$ cat src/rtl/alu_cmd_queue.sv
// Command FIFO feeding a combinational ALU, with a registered, handshaked result stage.
// Optional ALU_CMD_ERR_EN adds out_err, which flags the unsupported opcode class 2'b11.
module alu_cmd_queue #(
    parameter int DATA_WIDTH   = 8,
    parameter int OPCODE_WIDTH = 4,
    parameter int DEPTH        = 4
) (
    input  logic                         clk,
    input  logic                         rst,
    input  logic                         in_valid,
    output logic                         in_ready,
    input  logic [DATA_WIDTH-1:0]        in_a,
    input  logic [DATA_WIDTH-1:0]        in_b,
    input  logic [OPCODE_WIDTH-1:0]      in_opcode,
    output logic [DATA_WIDTH-1:0]        alu_a,
    output logic [DATA_WIDTH-1:0]        alu_b,
    output logic [OPCODE_WIDTH-1:0]      alu_opcode,
    input  logic [DATA_WIDTH-1:0]        alu_result,
    output logic                         out_valid,
    input  logic                         out_ready,
    output logic [DATA_WIDTH-1:0]        out_result,
    output logic [OPCODE_WIDTH-1:0]      out_opcode,
    output logic [$clog2(DEPTH+1)-1:0]   count
`ifdef ALU_CMD_ERR_EN
    ,
    output logic                         out_err
`endif
);

    localparam int PTR_W = $clog2(DEPTH);
    localparam int CNT_W = $clog2(DEPTH+1);

    typedef struct packed {
        logic [DATA_WIDTH-1:0]   a;
        logic [DATA_WIDTH-1:0]   b;
        logic [OPCODE_WIDTH-1:0] opcode;
    } cmd_t;

    cmd_t             mem [DEPTH];
    cmd_t             head;
    cmd_t             wr_cmd;
    logic [PTR_W-1:0] wr_ptr;
    logic [PTR_W-1:0] rd_ptr;
    logic             empty;
    logic             push;
    logic             pop;

    // No full-bypass: a full queue refuses pushes even while it pops.
    assign empty    = (count == '0);
    assign in_ready = (count != CNT_W'(DEPTH));
    assign push     = in_valid && in_ready;
    assign pop      = !empty && (!out_valid || out_ready);

    assign head   = mem[rd_ptr];
    assign wr_cmd = '{a: in_a, b: in_b, opcode: in_opcode};

    assign alu_a      = empty ? '0 : head.a;
    assign alu_b      = empty ? '0 : head.b;
    assign alu_opcode = empty ? '0 : head.opcode;

    // Storage needs no reset; the pointers define what is valid.
    always_ff @(posedge clk) begin
        if (push)
            mem[wr_ptr] <= wr_cmd;
    end

    always_ff @(posedge clk) begin
        if (rst) begin
            wr_ptr <= '0;
            rd_ptr <= '0;
            count  <= '0;
        end else begin
            if (push)
                wr_ptr <= wr_ptr + PTR_W'(1);
            if (pop)
                rd_ptr <= rd_ptr + PTR_W'(1);
            case ({push, pop})
                2'b10:   count <= count + CNT_W'(1);
                2'b01:   count <= count - CNT_W'(1);
                default: count <= count;
            endcase
        end
    end

    always_ff @(posedge clk) begin
        if (rst) begin
            out_valid  <= 1'b0;
            out_result <= '0;
            out_opcode <= '0;
        end else if (pop) begin
            out_valid  <= 1'b1;
            out_result <= alu_result;
            out_opcode <= head.opcode;
        end else if (out_ready) begin
            out_valid  <= 1'b0;
        end
    end

`ifdef ALU_CMD_ERR_EN
    always_ff @(posedge clk) begin
        if (rst)
            out_err <= 1'b0;
        else if (pop)
            out_err <= (head.opcode[3:2] == 2'b11);
    end
`endif

endmodule

$ cat config.mk
export PLATFORM = sky130hd
export DESIGN_NAME = alu_cmd_queue
export DESIGN_NICKNAME = d
export VERILOG_FILES = /design/src/rtl/alu_cmd_queue.sv
export SDC_FILE = /design/constraint.sdc
export NUM_CORES = 1
export LEC_CHECK = 0
export CELL_PAD_IN_SITES_DETAIL_PLACEMENT = 0
export CELL_PAD_IN_SITES_GLOBAL_PLACEMENT = 1
export CORE_AREA = 2 2 94 96
export CTS_BUF_LIST = sky130_fd_sc_hd__clkbuf_4
export DETAILED_ROUTE_END_ITERATION = 7
export DIE_AREA = 0 0 96 98
export HOLD_SLACK_MARGIN = 0.05
export PLACE_DENSITY_LB_ADDON = 0.12
export SKIP_LAST_GASP = 1
export SYNTH_ARGS = -nofsm -noshare
export SYNTH_HDL_FRONTEND = slang
export SYNTH_SLANG_ARGS = --single-unit
$ cat constraint.sdc
create_clock -name clk -period 4.9 [get_ports clk]
set_input_delay 0.98 -clock clk [delete_from_list [all_inputs] [get_ports clk]]
set_output_delay 0.98 -clock clk [all_outputs]
set_load 0.01 [all_outputs]
# Word level (Yosys, flattened, before mapping)
# Memory sizes are Yosys's and may differ from the RTL's. A register that Yosys moved wholly into a read port is not among the register bits.
# Cells that the tools add are included.
[word_totals]
reg_bits = 20
ramBits = 80
in_bits = 32
output_inout_bits = 37
word_cells = 32
mem_count = 1
[memory_table]
columns = ["name", "words", "word_bits", "rd", "rd_ports_with_merged_regs", "write_ports", "line", "rtl"]
rows = [
  ["mem", 4, 20, 1, 1, 1, "39", "cmd_t mem [DEPTH];"],
]
[classes]
add_sub_neg = 4
eq_ne = 3
n_mux = 10
n_reduce_logical = 8
[ops]
columns = ["op", "count"]
rows = [
  ["2-to-1 mux 8 bit", 2],
  ["case mux 3 bit (2 select lines)", 1],
  ["adder 2 x 1 -> 2 bit, second input constant", 2],
  ["2-to-1 mux 1 bit", 4],
  ["2-to-1 mux 2 bit", 2],
  ["2-to-1 mux 4 bit", 1],
  ["nonzero test 2 bit", 2],
  ["adder 3 x 1 -> 3 bit, second input constant", 1],
  ["logical NOT 3 bit", 1],
  ["inequality test 3 bit, second input constant", 1],
  ["subtractor 3 x 1 -> 3 bit, second input constant", 1],
  ["== test 2 x 1 -> 1 bit, second input constant", 1],
  ["== test 2 bit, second input constant", 1],
  ["logical AND 1 bit", 2],
  ["logical NOT 1 bit", 2],
  ["logical OR 1 bit", 1],
]

# Longest topological paths before layout
[depth]
depth_word = 5
mapped_depth = 9
depth_no_buf = 8

# Worst setup path after synthesis
# No wires, ideal clock.
[synth_path]
kind = "in2reg"
start = "input in_valid"
end = "register count[2]"
setup_time_ns = 0.070
arrival_time_ns = 2.345
required_ns = 4.830
path_slack_ns = 2.485
cell_stages = 8
path_buffers = 1
path_cell_list = "buf_1 -> nand2_1 -> ha_1 -> inv_1 -> fa_1 -> xor2_1 -> or3_1 -> a21oi_1"
[synth_via]
elab_chain_cells = 3
[synth_rtl]
columns = ["element", "line", "rtl"]
rows = [
  ["start, declared", "10", "input logic in_valid,"],
  ["logical AND 1 bit *", "51", "assign push = in_valid && in_ready;"],
  ["== test 2 x 1 -> 1 bit / == test 2 bit (equally long branches)", "77", "case ({push, pop})"],
  ["case mux 3 bit (2 select lines) / nonzero test 2 bit (equally long branches)", "--", ""],
  ["end signal, assigned", "78", "2'b10: count <= count + CNT_W'(1);"],
  ["end signal, assigned", "79", "2'b01: count <= count - CNT_W'(1);"],
  ["end signal, assigned", "80", "default: count <= count;"],
  ["end, declared", "23", "output logic [$clog2(DEPTH+1)-1:0] count"],
]
# Every way passes the cells marked *; elsewhere a longest branch is shown, timed or not.
# A chain may end at the register's enable or synchronous reset.

# Final worst setup path
[layout_path]
start = "register count[0]"
end = "output alu_opcode[2]"
[layout_via]
elab_chain_cells = 2
[layout_rtl]
columns = ["element", "line", "rtl"]
rows = [
  ["logical NOT 3 bit", "49", "assign empty = (count == '0);"],
  ["2-to-1 mux 4 bit", "59", "assign alu_opcode = empty ? '0 : head.opcode;"],
  ["end, declared", "17", "output logic [OPCODE_WIDTH-1:0] alu_opcode,"],
]
# Every way passes these cells.

==> metrics <==
status completed; hold crit path type reg2reg; Tot Pwr 2.57 mW; vias in the first global route 2137; Clock Power Share 17.1%; CP peak stage delay 0.87 ns; Via density 5.25; Final nets 341; area of the die 0.00941 sq mm; Top Ports 69; drt pass-1 iters 4; DRT iter0 DRCs 132; Yosys top cell by area edfxtp_1; multi-input combinational cell area 0.00104 sq mm; CP max stage cell or3_1; WP data required 3.92 ns; WP buf/inv 1; Max Fclk 279 MHz; final clock skew 0.0219 ns; Worst Path Max Fanout 33; post-CTS setup buffer count 0; #FFs+latches synth 102; antenna violations before repair 0; IO Port Bufs 68; GPL Wtd Cong 0.753; clock input transition at the sequential cells of the worst setup and hold paths 0.16 ns; Yosys warnings 0; CTS tree built; fin cells 416; switch share 31.5%; Num CTS Buffers 9; Pins Over Slew Limit 0; WS Path Type reg2out; CTS max path bufs 2; H-tree Lvls 3; Mapped Cells 239; final setup fails 0; Final ANT Viol Nets 0; Fill cells 700; EDFF count, synth 80; Worst-Margin Slew 1.10 ns; P_leak 1.59 nW; FF/Latch Area 0.00284 sq mm; dpl cells 400; via count 2183; relative slew slack 26.5%; Row Count 34; most common library cells after synthesis 80 x edfxtp_1, 22 x dfxtp_1, 20 x and2_1, 20 x mux4_2, 19 x a21oi_1; first-pass GRT wire length 11500 um; Starting Density 46.9%; Fin Setup TNS 0 ns; Startpoint Class flip-flop; RSZ-0062 raised after global routing no; Seq/Total Area, Yosys 71.6%; Pint 1.76 mW; flop2flop setup slack 2.55 ns; combinational share of power 37.1%; Die Width 96 um; DRC violations left 0; syn_area_per_cell 16.6 sq um; DP Wirelength 4320 um; Sw Pwr 0.812 mW; Worst Setup End Kind primary output; post-synth top area share 60.5%; drt wl/cell 17.5 um; Die Ht 98 um; sequential share of power 45.8%; number of diodes 0; Root Driver clkbuf_4; cts hold-fix bufs 0; syn nets 277; Async S/R FF share, synth 0%; max cap viols 0; critical-path cell list or3_1, and2_1, clkdlybuf4s50_1; worst vdd ir 0.000228 V; Final Hold Vio Count 0; minimum clock period 3.58 ns; largest cells by area after synthesis edfxtp_1 60%, mux4_2 11%, dfxtp_1 11%; power per cell area 529 mW/mm^2; Core Region 0.00847 sq mm; clk_lat worst skew 0.43 ns; period utilisation layout 73.1%; area delta synth->final 22.6%; Distinct cells, synth 27; pin count of the biggest net entering global routing 34; clock sink count 102; Final Routed Wirelength 7290 um; total gr overflow 0; dominant synthesized flop cell edfxtp_1; top-count cell post-synth edfxtp_1; Tot GR Track Use 16.4%; Crit path max-delay family simple AND/OR/NAND/NOR gates; crit path DAT 2.60 ns; Post-Syn Area 0.00397 sq mm; share of layout cells above drive strength 1 12.3%; PostCTS Resize Cnt 0
[area by class of cell]
class,count,share of cell area (%)
inverter,6,0.463
sequential,102,58.4
tap,108,2.78
clock inverter,6,1.44
timing repair buffer,68,14.0
clock buffer,10,1.54
multi-input combinational,116,21.4
[tightest hold or removal path: stages, from the launching register on]
cell and delay [ns]:
dfxtp_1 0.34, o21ai_0 0.06, a21oi_1 0.06
[stage by stage]
stage          setup WS [ns]  hold slack (ns)  utilization, %  area (sq um)
2_1_floorplan           2.49            0.498               -          3970
3_3_place_gp            1.54            0.460            55.8          4720
3_5_place_dp            1.51            0.468            55.8          4720
4_1_cts                 1.22            0.487            57.5          4870
5_1_grt                 1.09            0.505            57.5          4870
6_report                1.32            0.486            57.5          4870
[per-layer routing]
metal  global-route usage, %  share of wire [%]
met3                    3.01                5.2
met1                    23.6                 46
met5                       0                  0
met4                    5.93                1.2
met2                    24.9                 47
[path summary, 6_finish.rpt]
check                                                 from                    endpoint  cells past startpoint
worst max-delay path                 count[0]$_SDFFE_PP0P_               alu_opcode[2]                      3
worst min-delay path            out_result[5]$_SDFFE_PP0P_  out_result[5]$_SDFFE_PP0P_                      2
worst max register to register      out_valid$_SDFFE_PP0P_       count[2]$_SDFFE_PP0P_                      8
worst min register to register  out_result[5]$_SDFFE_PP0P_  out_result[5]$_SDFFE_PP0P_                      2
[flip-flops by register name, summed over array words and instances (netlist names), named ones only]
name and cells:
wr_ptr 2, out_valid 1, out_result 8, out_opcode 4, mem 80, rd_ptr 2, count 3
[power by group through the flow]
stage | Clock [mW] | Sequential (mW) | Combinational (mW)
floorplan | 0 | 1.15 | 0.583
global placement | 0 | 1.20 | 0.964
detailed placement | 0 | 1.21 | 0.967
CTS | 0.452 | 1.19 | 0.972
global route | 0.487 | 1.21 | 1.05
finish | 0.441 | 1.18 | 0.954
[cell families (layout without fill, tap and decap cells)]
| kind of cell | after synthesis | in the layout | share of synthesized area [%] |
|---|---|---|---|
| adders and majority gates | 6 | 6 | 2.08 |
| and+or+nand+nor | 51 | 51 | 7.37 |
| muxes | 20 | 20 | 11.3 |
| DFF | 102 | 102 | 71.6 |
| AOI/OAI and AO/OA | 37 | 37 | 4.98 |
| buffers and inverters | 21 | 90 | 2.21 |
| xor gates and xnor gates | 2 | 2 | 0.441 |
[cells in the final DEF, fill, tap and decap left out, types with 4 or more instances in the layout]
cell,synthesis,layout
nor2_1,5,5
and2_1,20,20
nand3_1,14,14
ha_1,5,5
inv_1,6,6
and3_1,4,4
clkdlybuf4s50_1,0,68
mux4_2,20,20
o21ai_0,13,13
edfxtp_1,80,80
clkbuf_4,0,10
dfxtp_1,22,21
a21oi_1,19,19
(Power assumes the default switching activity.)
==> variant (same flow settings) <==
Set the parameter `DEPTH` to 2 (it was 4).
--- a/src/rtl/alu_cmd_queue.sv
+++ b/src/rtl/alu_cmd_queue.sv
@@ -3,7 +3,7 @@
 module alu_cmd_queue #(
     parameter int DATA_WIDTH   = 8,
     parameter int OPCODE_WIDTH = 4,
-    parameter int DEPTH        = 4
+    parameter int DEPTH        = 2
 ) (
     input  logic                         clk,
     input  logic                         rst,
Interface: changed (resized count); port bits go from 69 to 68. The function was not compared with the original's and may differ.
==> variant against the original RTL <==
Sequential cell count is 44 lower. Critical path type unchanged. Sequential share of layout area fell by 8.0 points. Final area is 36% lower. Non-clock buffer count grew 1. Synthesized area decreased by 44%. Power is 37% lower. Highest routed layer unchanged. Routed wire length shrank 33%. Setup slack improved by 0.24 ns.
==> variant: results (changes against the original RTL) <==
[global_routing]
grt_util_all_layers=0.1059  ; was 0.1636
largest_net_degree_at_the_start_of_global_routing=33  ; was 34
first_global_vias=1423  ; was 2137
grt_antenna_before_repair=0  ; unchanged
wire_length_of_the_first_global_routing_pass_mm=7.314  ; was 11.47 mm

[sta]
timing.clock.skew_ns=0.008445  ; was 0.02194 ns
worst_pin_slew_ns=1.037  ; was 1.103 ns

[power_and_ir_drop]
cellPowerDensity_nw_per_um2=526.9  ; was 528.8 nW/um2
power.leakage_nw=1.048  ; was 1.587 nW
max-vdd-ir-drop_v=0.0002161  ; was 0.0002282 V

[final_layout]
fin_cells=346  ; was 416
num-nets-final=267  ; was 341
drive_above_1_share=0.07143  ; was 0.1234
biggestRegsByFlops=mem x40, out_result x8, out_opcode x4  ; was mem x80, out_result x8, out_opcode x4
num-fill-cells=843  ; was 700

[place]
pre_cts_slack_ns=1.762  ; was 1.506 ns
routabilityCongestion=0.6532  ; was 0.7527
io_buffer_count=67  ; was 68
post_detail_place_hpwl_mm=3.140  ; was 4.321 mm
postPlaceCellArea_um2=2975  ; was 4723 um2
dpl.cell_count=331  ; was 400

[clock_network]
clk_transition_reported_paths_ns=0.09  ; was 0.16 ns
root_buffer=sky130_fd_sc_hd__clkbuf_4  ; unchanged
clock_insertion_delay_worst_skew_ns=0.39  ; was 0.43 ns

[synth]
cell_count_after_synthesis=164  ; was 239
synthArstFlopShare=0  ; unchanged
synth_enable_flop_cells=40  ; was 80
synth_nets=197  ; was 277
post_synth_main_area_contributors=sky130_fd_sc_hd__edfxtp_1 (54%), sky130_fd_sc_hd__dfxtp_1 (16%), sky130_fd_sc_hd__mux2i_1 (9.1%)  ; was sky130_fd_sc_hd__edfxtp_1 (60%), sky130_fd_sc_hd__mux4_2 (11%), sky130_fd_sc_hd__dfxtp_1 (11%)
synth_sequential_area_ratio=0.7083  ; was 0.7158

[status]
status=finished, final reports clean  ; unchanged

[worst_setup_path]
path_max_fanout=12  ; was 33
slowest_stage=sky130_fd_sc_hd__dfxtp_1  ; was sky130_fd_sc_hd__or3_1
critical_path.top_delay_family=buffers and inverters  ; was simple AND/OR/NAND/NOR gates
cp_data_arrival_time_ns=2.36  ; was 2.60 ns
worst_path_largest_cell_delay_ns=0.80  ; was 0.87 ns

[route]
routed_wirelength_mm=4.882  ; was 7.290 mm
vias=1470  ; was 2183
first_iter_violations=31  ; was 132

-- variant: cell types whose count changed after synthesis, sizes merged, moves of 5 or more --
cell    before  now
clkbuf       9    3
inv          6    1
mux4        20    0
edfxtp      80   40
mux2i        0   20
nor2         5   23
and2        20    0
nand3       14    8
-- variant: final timing paths --
kind,start,to,slack [ns],cells after the start
max,flop,alu_opcode[3],1.56,4
max reg2reg,out_valid,count[1],2.79,5
min,out_result[4],out_result[4],0.48,2
min reg2reg,out_result[4],out_result[4],0.48,2
-- variant: power breakdown --
part	internal [mW]	leakage [nW]	switching [mW]	total, mW
sequential	0.617	0.522	0.0565	0.673
combinational	0.332	0.457	0.312	0.644
clock	0.153	0.0688	0.162	0.315
total	1.10	1.05	0.530	1.63
-- variant: worst reg2reg max path, stage by stage (launching register included) --
cell	delay [ns]
sky130_fd_sc_hd__dfxtp_1	0.35
sky130_fd_sc_hd__nor2b_1	0.57
sky130_fd_sc_hd__nor2_1	0.24
sky130_fd_sc_hd__ha_1	0.38
sky130_fd_sc_hd__or3_1	0.35
sky130_fd_sc_hd__a21oi_1	0.14
-- variant: per-layer routing --
metal	wire length [um]	global-route usage
met1	2085	0.1267
met2	2281	0.1587
met3	480	0.06327
met4	36	0.03297
met5	0	0
-- variant: logic make-up after synthesis --
group                      count (synthesis)  share of synthesized area
DFF                                       58                     0.7083
and+or+nand+nor                           40                    0.08230
buffers and inverters                     11                    0.02553
xor gates and xnor gates                   2                   0.007947
AOI/OAI and AO/OA                         32                    0.07946
muxes                                     20                    0.09080
adders and majority gates                  1                   0.005674
-- variant: final cells by class --
cell class | count | area share
repair buffers | 69 | 0.2214
flip-flops and latches | 58 | 0.5042
inverters | 1 | 0.001212
clock buffers | 10 | 0.02424
well taps | 108 | 0.04364
clock inverters | 5 | 0.01495
multi-input cells | 95 | 0.1903
